`config.mk`:
```
export PLATFORM = sky130hd
export DESIGN_NAME = req_onehot_arbiter
export DESIGN_NICKNAME = d
export VERILOG_FILES = /design/src/rtl/req_arb_pkg.sv /design/src/rtl/rr_onehot_select.sv /design/src/rtl/req_onehot_arbiter.sv
export SDC_FILE = /design/constraint.sdc
export NUM_CORES = 1
export LEC_CHECK = 0
export BUFFER_PORTS_ARGS = -buffer_cell sky130_fd_sc_hd__buf_4
export CORE_UTILIZATION = 30
export CTS_CLUSTER_DIAMETER = 50
export CTS_CLUSTER_SIZE = 12
export DETAILED_ROUTE_END_ITERATION = 16
export PLACE_DENSITY = 0.55
export SLEW_MARGIN = 10
export SYNTH_ARGS = -nofsm -noshare
export SYNTH_HDL_FRONTEND = slang
export SYNTH_HIERARCHICAL = 1
export SYNTH_SLANG_ARGS = --single-unit
```
`constraint.sdc`:
```
create_clock -name clk -period 1.7 [get_ports clk]
set_input_delay 0.34 -clock clk [delete_from_list [all_inputs] [get_ports clk]]
set_output_delay 0.34 -clock clk [all_outputs]
set_load 0.01 [all_outputs]
```
`src/rtl/req_arb_pkg.sv`:
```
// Shared constants and state type for the request one-hot arbiter.
// REQ_ARB_ROUND_ROBIN_EN selects round-robin over fixed priority.
package req_arb_pkg;

    localparam int REQ_ARB_N     = 8;
    localparam int REQ_ARB_IDX_W = $clog2(REQ_ARB_N);

    typedef enum logic {
        IDLE,
        GRANT
    } arb_state_e;

endpackage

```
`src/rtl/rr_onehot_select.sv`:
```
// Combinational one-hot pick from the pending vector.
// REQ_ARB_ROUND_ROBIN_EN: search from ptr with wrap; else highest index wins.
module rr_onehot_select
    import req_arb_pkg::*;
#(
    parameter int N  = REQ_ARB_N,
    parameter int IW = $clog2(N)
) (
    input  logic [N-1:0]  pending,
`ifdef REQ_ARB_ROUND_ROBIN_EN
    input  logic [IW-1:0] ptr,
    output logic [IW-1:0] idx,
`endif
    output logic [N-1:0]  onehot
);

`ifdef REQ_ARB_ROUND_ROBIN_EN
    int k;

    // Scan farthest-from-ptr first so the nearest pending bit wins last.
    always_comb begin
        onehot = '0;
        idx    = '0;
        k      = 0;
        for (int i = N - 1; i >= 0; i--) begin
            k = (int'(ptr) + i) % N;
            if (pending[k]) begin
                onehot    = '0;
                onehot[k] = 1'b1;
                idx       = IW'(k);
            end
        end
    end
`else
    always_comb begin
        onehot = '0;
        for (int i = 0; i < N; i++) begin
            if (pending[i]) begin
                onehot    = '0;
                onehot[i] = 1'b1;
            end
        end
    end
`endif

endmodule

```
`src/rtl/req_onehot_arbiter.sv`:
```
// Edge-captured request arbiter driving the 8-to-3 encoder i/en inputs.
// REQ_ARB_ROUND_ROBIN_EN enables the round-robin pointer.
module req_onehot_arbiter
    import req_arb_pkg::*;
#(
    parameter int N = REQ_ARB_N
) (
    input  logic         clk,
    input  logic         rst,
    input  logic [N-1:0] req,
    input  logic         ack,
    output logic [N-1:0] grant,
    output logic         en,
    output logic [N-1:0] pending
);

    localparam int IW = $clog2(N);

    arb_state_e   state_q, state_d;
    logic [N-1:0] grant_q, grant_d;
    logic [N-1:0] pending_q, pending_d;
    logic [N-1:0] req_d_q;
    logic [N-1:0] rise, clr, sel;

`ifdef REQ_ARB_ROUND_ROBIN_EN
    logic [IW-1:0] ptr_q, ptr_d;
    logic [IW-1:0] gidx_q, gidx_d;
    logic [IW-1:0] sel_idx;

    rr_onehot_select #(.N(N), .IW(IW)) u_sel (
        .pending (pending_q),
        .ptr     (ptr_q),
        .idx     (sel_idx),
        .onehot  (sel)
    );
`else
    rr_onehot_select #(.N(N), .IW(IW)) u_sel (
        .pending (pending_q),
        .onehot  (sel)
    );
`endif

    always_comb begin
        rise    = req & ~req_d_q;
        clr     = '0;
        state_d = state_q;
        grant_d = grant_q;
`ifdef REQ_ARB_ROUND_ROBIN_EN
        ptr_d   = ptr_q;
        gidx_d  = gidx_q;
`endif
        unique case (state_q)
            IDLE: begin
                if (|pending_q) begin
                    grant_d = sel;
                    state_d = GRANT;
`ifdef REQ_ARB_ROUND_ROBIN_EN
                    gidx_d  = sel_idx;
`endif
                end
            end
            GRANT: begin
                if (ack) begin
                    clr     = grant_q;
                    grant_d = '0;
                    state_d = IDLE;
`ifdef REQ_ARB_ROUND_ROBIN_EN
                    ptr_d   = (gidx_q == IW'(N - 1)) ? '0
                                                     : gidx_q + IW'(1);
`endif
                end
            end
        endcase
        // A new rising edge outranks the clear of the bit just served.
        pending_d = (pending_q & ~clr) | rise;
    end

    always_ff @(posedge clk or posedge rst) begin
        if (rst) begin
            state_q   <= IDLE;
            grant_q   <= '0;
            pending_q <= '0;
            req_d_q   <= '0;
`ifdef REQ_ARB_ROUND_ROBIN_EN
            ptr_q     <= '0;
            gidx_q    <= '0;
`endif
        end else begin
            state_q   <= state_d;
            grant_q   <= grant_d;
            pending_q <= pending_d;
            req_d_q   <= req;
`ifdef REQ_ARB_ROUND_ROBIN_EN
            ptr_q     <= ptr_d;
            gidx_q    <= gidx_d;
`endif
        end
    end

    assign grant   = grant_q;
    assign en      = (state_q == GRANT);
    assign pending = pending_q;

endmodule

```
==> metrics.yaml, run 1 <==
global_routing:
  grt_usage_pct: 12.4
  grt_start_max_net_pins: 26
  overflow: 0
  grt_first_pass_wirelength_um: 3750
  antenna_found_initial: 0
  grt_pass1_vias: 834
timing:
  finalSetupViolations: 0
  drv_slew: 0
  period_share_pct: 89.6
  skew_ps: 3.70
  whs_ps: 110
  rsz0062_at_grt: "no"
  tns_ps: 0
  fin_crit_ps: 1520
  fmax_mhz: 656
  max_slew.worst_pin.slew_ps: 503
  max_slew_margin_pct: 66.2
  hold_viol: 0
power_and_ir_drop:
  seq_power_share_pct: 57.2
  intPower_w: 0.000848
  ir_worst_vdd_mv: 0.252
  comb_power_share_pct: 11.8
  power_density_nw_per_um2: 794
  finalPower_w: 0.00113
  p_sw_w: 0.000285
  clkPwrFrac_pct: 31.0
  switching_share_pct: 25.2
  leakagePower_nw: 0.689
routing:
  drc: 0
  vias: 855
  drt-total-wl_um: 2170
  antenna_left: 0
  first_pass_iters: 4
  drt-wirelength-per-cell_um: 11.8
  drt_iter0_markers: 33
  via_per_inst: 4.67
setup_path:
  cp.arrival_ps: 1660
  crit_type: "reg -> reg"
  endpoint_kind: "register"
  rr_worst_depth: 3
  critPathMaxFanout: 9
  crit_required_ps: 1840
  cp-start-kind: "register"
final_layout:
  final_common_cell: "buf_4"
  final_nets: 149
  n_fill_cell: 349
  drive_above_1_share_pct: 32.1
  area_delta_synth_final_pct: 29.2
  multi_input_area_um2: 398
  insertedDiodeCount: 0
  final_cell_mix: "32 x buf_4, 25 x dfrtp_1, 15 x inv_1"
  seqCellArea_um2: 626
  instances_no_fill: 183
logic_synthesis:
  yosysUniqueCellTypes: 26
  ys_seq_elements: 25
  synth_cells: 105
  seq_area_frac_synth_pct: 56.6
  syn_nets: 116
  syn_area_um2: 1100
  postSynthAreaPerCell_um2: 10.5
  ys_warn_count: 6
place:
  dp_cells: 179
  place_congestion: 0.799
  dp_hpwl_um: 1610
  port_buffers: 27
clock_tree:
  htreeDepth: 1
  cts_tree: "yes"
  hold_buffers: 0
  cts_resized: 0
  clk_pin_slew_worst_paths_ps: 90
  cts_buffers: 3
  cts_setup_buffers: 0
  clockBufferDepth: 2
  root_buffer: "clkbuf_8"
  cts_sinks: 25
  clock_latency_ps: 270
floorplanning:
  die_y_um: 62.7
  die_x_um: 62.7
  dieArea_um2: 3930
  rows: 21
  start_util_pct: 32.1
  ios: 28
  core-area_um2: 3440
run_status:
  status: "finished clean"
min_path:
  hold_class: "in -> async"
flow_run:
  maxCapViolCount: 0
[per-stage QoR]
stage | cell area, um^2 | worst slack (ps) | utilization (%)
global route | 1430 | 44.6 | 41.5
floorplan | 1100 | 293 | -
detailed placement | 1380 | 192 | 40.1
global placement | 1380 | 243 | 40.1
CTS | 1430 | 178 | 41.5
finish | 1430 | 177 | 41.5
[critical path: stages (launching register included)]
cell and delay (ps):
dfrtp_1 470, nor4_4 540, and2_4 280, o311ai_1 100
[cells in the mapped netlist (all sizes together)]
library cell	instances	area (um^2)
a21oi	1	8.76
a22o	2	17.5
a31o	1	8.76
and2	2	16.3
and3	1	6.26
and3b	1	10.0
and4b	1	10.0
buf	4	21.3
clkinv	1	3.75
dfrtp	25	626
inv	15	56.3
mux2i	1	10.0
nand2	14	52.6
nand3	8	40.0
nand4	6	37.5
nor2	1	3.75
nor2b	2	12.5
nor3b	1	7.51
nor4	3	55.1
nor4b	1	8.76
o21ai	8	40.0
o311ai	6	52.6
[flip-flops by register name (all words and copies together), names as in the netlist]
name	count
grant	8
en	1
req_d_q	8
pending	8
[worst paths after layout]
kind	start	end	slack, ps
setup / recovery	pending[6]	grant[5]	180
hold / removal	rst	req_d_q[1]	110
setup reg to reg	pending[6]	grant[5]	180
hold reg to reg	req_d_q[2]	pending[2]	420
max in group asynchronous	rst	grant[6]	1350
min in group clk	req[2]	req_d_q[2]	180
[layout make-up]
type                            instances  area share, %
Clock buffer                            3           2.89
Clock inverter                          1          0.351
Inverter                               16           4.21
Sequential cell                        25           43.8
Multi-Input combinational cell         60           27.9
Timing Repair Buffer                   32           16.8
Tap cell                               46           4.03
[routing by layer]
layer,up-vias,global-route usage [%],routed length [um]
li1,429,-,-
met4,0,8.14,23
met5,-,0,0
met2,23,20.5,1080
met3,3,3.10,90
met1,400,14.1,973
[power by group through the flow]
stage / logic, W / registers [W] / clock network [W]
after CTS: 0.000136 / 0.000648 / 0.000362
after floorplan: 0.0000595 / 0.000666 / 0
after global placement: 0.000135 / 0.000659 / 0
final: 0.000133 / 0.000648 / 0.000352
after detailed placement: 0.000135 / 0.000660 / 0
after global routing: 0.000150 / 0.000653 / 0.000383
[logic make-up after synthesis]
family          synth area share (%)
compound gates                  11.6
simple gates                    23.6
flops                           56.6
mux                            0.906
buf+inv                         7.36
Note: power is estimated with default switching activity, not from simulation.
==> run 2, diff against run 1 <==
--- a/config.mk
+++ b/config.mk
@@ -11,6 +11,7 @@
 export CTS_CLUSTER_SIZE = 12
 export DETAILED_ROUTE_END_ITERATION = 16
 export PLACE_DENSITY = 0.55
+export RECOVER_POWER = 100
 export SLEW_MARGIN = 10
 export SYNTH_ARGS = -nofsm -noshare
 export SYNTH_HDL_FRONTEND = slang
==> run 2 against run 1 <==
  * Die area stayed put
  * Critical path depth stayed put
  * First-iteration DRC count is 6.1% lower
  * Clock-buffer cell count stayed put
  * Global-route usage stayed put
  * Setup slack better by 1.5 ps
  * Largest cell class unchanged
==> metrics.yaml, run 2 (synthesized netlist as in run 1, its figures left out) <==
final_layout:
  drive_above_1_share_pct: 17.5
  area_delta_synth_final_pct: 22.4
  n_fill_cell: 364
  final_common_cell: "dfrtp_1"
  seqCellArea_um2: 626
  final_nets: 149
  final_area_um2: 1350
  insertedDiodeCount: 0
  multi_input_area_um2: 394
  final_cell_mix: "25 x dfrtp_1, 19 x clkbuf_1, 15 x inv_1"
routing:
  drt-wirelength-per-cell_um: 11.9
  drc: 0
  via_per_inst: 4.69
  drt_iter0_markers: 31
  drt-total-wl_um: 2190
  vias: 858
  antenna_left: 0
  first_pass_iters: 4
setup_path:
  endpoint_kind: "register"
  crit_required_ps: 1830
  worst_r2r_startpoint: "pending[6]"
  cp-start-kind: "register"
  critPathMaxFanout: 9
  cp.arrival_ps: 1650
  cp-startpoint: "pending[6]"
  crit_type: "reg -> reg"
global_routing:
  grt-busiest-layer: "met2"
  grt_usage_pct: 12.4
  grt_start_max_net_pins: 26
  grt_first_pass_wirelength_um: 3750
  grt_use_met3_pct: 3.10
  grt_pass1_vias: 834
  antenna_found_initial: 0
  grt_use_met2_pct: 20.5
  overflow: 0
  grt_use_met1_pct: 14.1
timing:
  hold_viol: 0
  whs_ps: 196
  fin_crit_ps: 1520
  fmax_mhz: 657
  period_share_pct: 89.5
  finalSetupViolations: 0
  rsz0062_at_grt: "no"
  worst_slack_ps: 178
  skew_ps: 2.36
  drv_slew: 0
  tns_ps: 0
  max_slew_margin_pct: 14.0
  max_slew.worst_pin.slew_ps: 1290
floorplanning:
  ios: 28
  die_x_um: 62.7
  rows: 21
  core-area_um2: 3440
  dieArea_um2: 3930
  die_y_um: 62.7
  start_util_pct: 32.1
clock_tree:
  clock_latency_ps: 270
  cts_tree: "yes"
  cts_buffers: 3
  cts_sinks: 25
  htreeDepth: 1
  cts_setup_buffers: 0
  hold_buffers: 0
  clk_pin_slew_worst_paths_ps: 90
  clockBufferDepth: 2
  cts_resized: 0
  root_buffer: "clkbuf_8"
place:
  dpl-instance-area_um2: 1380
  port_buffers: 27
  place_congestion: 0.799
  dp_worst_setup_slack_ps: 192
  dp_hpwl_um: 1610
min_path:
  hp-start: "req[3]"
  hold_class: "in -> reg"
power_and_ir_drop:
  p_sw_w: 0.000283
  comb_power_share_pct: 10.4
  seq_power_share_pct: 58.2
  intPower_w: 0.000830
  clkPwrFrac_pct: 31.5
  power_density_nw_per_um2: 823
  ir_worst_vdd_mv: 0.245
  finalPower_w: 0.00111
  switching_share_pct: 25.4
  leakagePower_nw: 0.616
flow_run:
  maxCapViolCount: 0
run_status:
  status: "finished clean"
-- run 2: path summary, 6_finish.rpt --
path | endpoint | slack [ps] | depth (start not counted)
worst min-delay path | req_d_q[3] | 200 | 1
min in group asynchronous | req_d_q[1] | 490 | 3
max in group asynchronous | grant[6] | 450 | 3
worst max register to register | grant[6] | 180 | 3
worst min register to register | pending[2] | 420 | 1
worst max-delay path | grant[6] | 180 | 3
-- run 2: critical path, cell delays in order, from the launching register on --
cell and delay (ps):
dfrtp_1 470, nor4_4 530, and2_4 270, o311ai_0 120
-- run 2: power by group through the flow --
stage | clock (W) | combinational (W) | sequential [W]
finish | 0.000350 | 0.000116 | 0.000647
global route | 0.000383 | 0.000132 | 0.000652
CTS | 0.000362 | 0.000136 | 0.000648
detailed placement | 0 | 0.000135 | 0.000660
global placement | 0 | 0.000135 | 0.000659
floorplan | 0 | 0.0000595 | 0.000666
-- run 2: area by class of cell --
type,count,share of cell area (%)
flip-flops and latches,25,46.3
clock inverters,1,0.370
clock buffers,3,3.05
multi-input cells,60,29.1
well taps,46,4.26
repair buffers,32,12.5
inverters,16,4.44
-- run 2: stage by stage --
stage	instances	util (%)
2_1_floorplan	105	-
3_3_place_gp	179	40.1
3_5_place_dp	179	40.1
4_1_cts	183	41.5
5_1_grt	183	39.3
6_report	183	39.3
-- run 2: layer usage --
layer  vias to the layer above  share of wire (%)
met5                         -                  0
met4                         0                1.1
met3                         3                4.7
met2                        24                 48
met1                       400                 46
li1                        431                  -
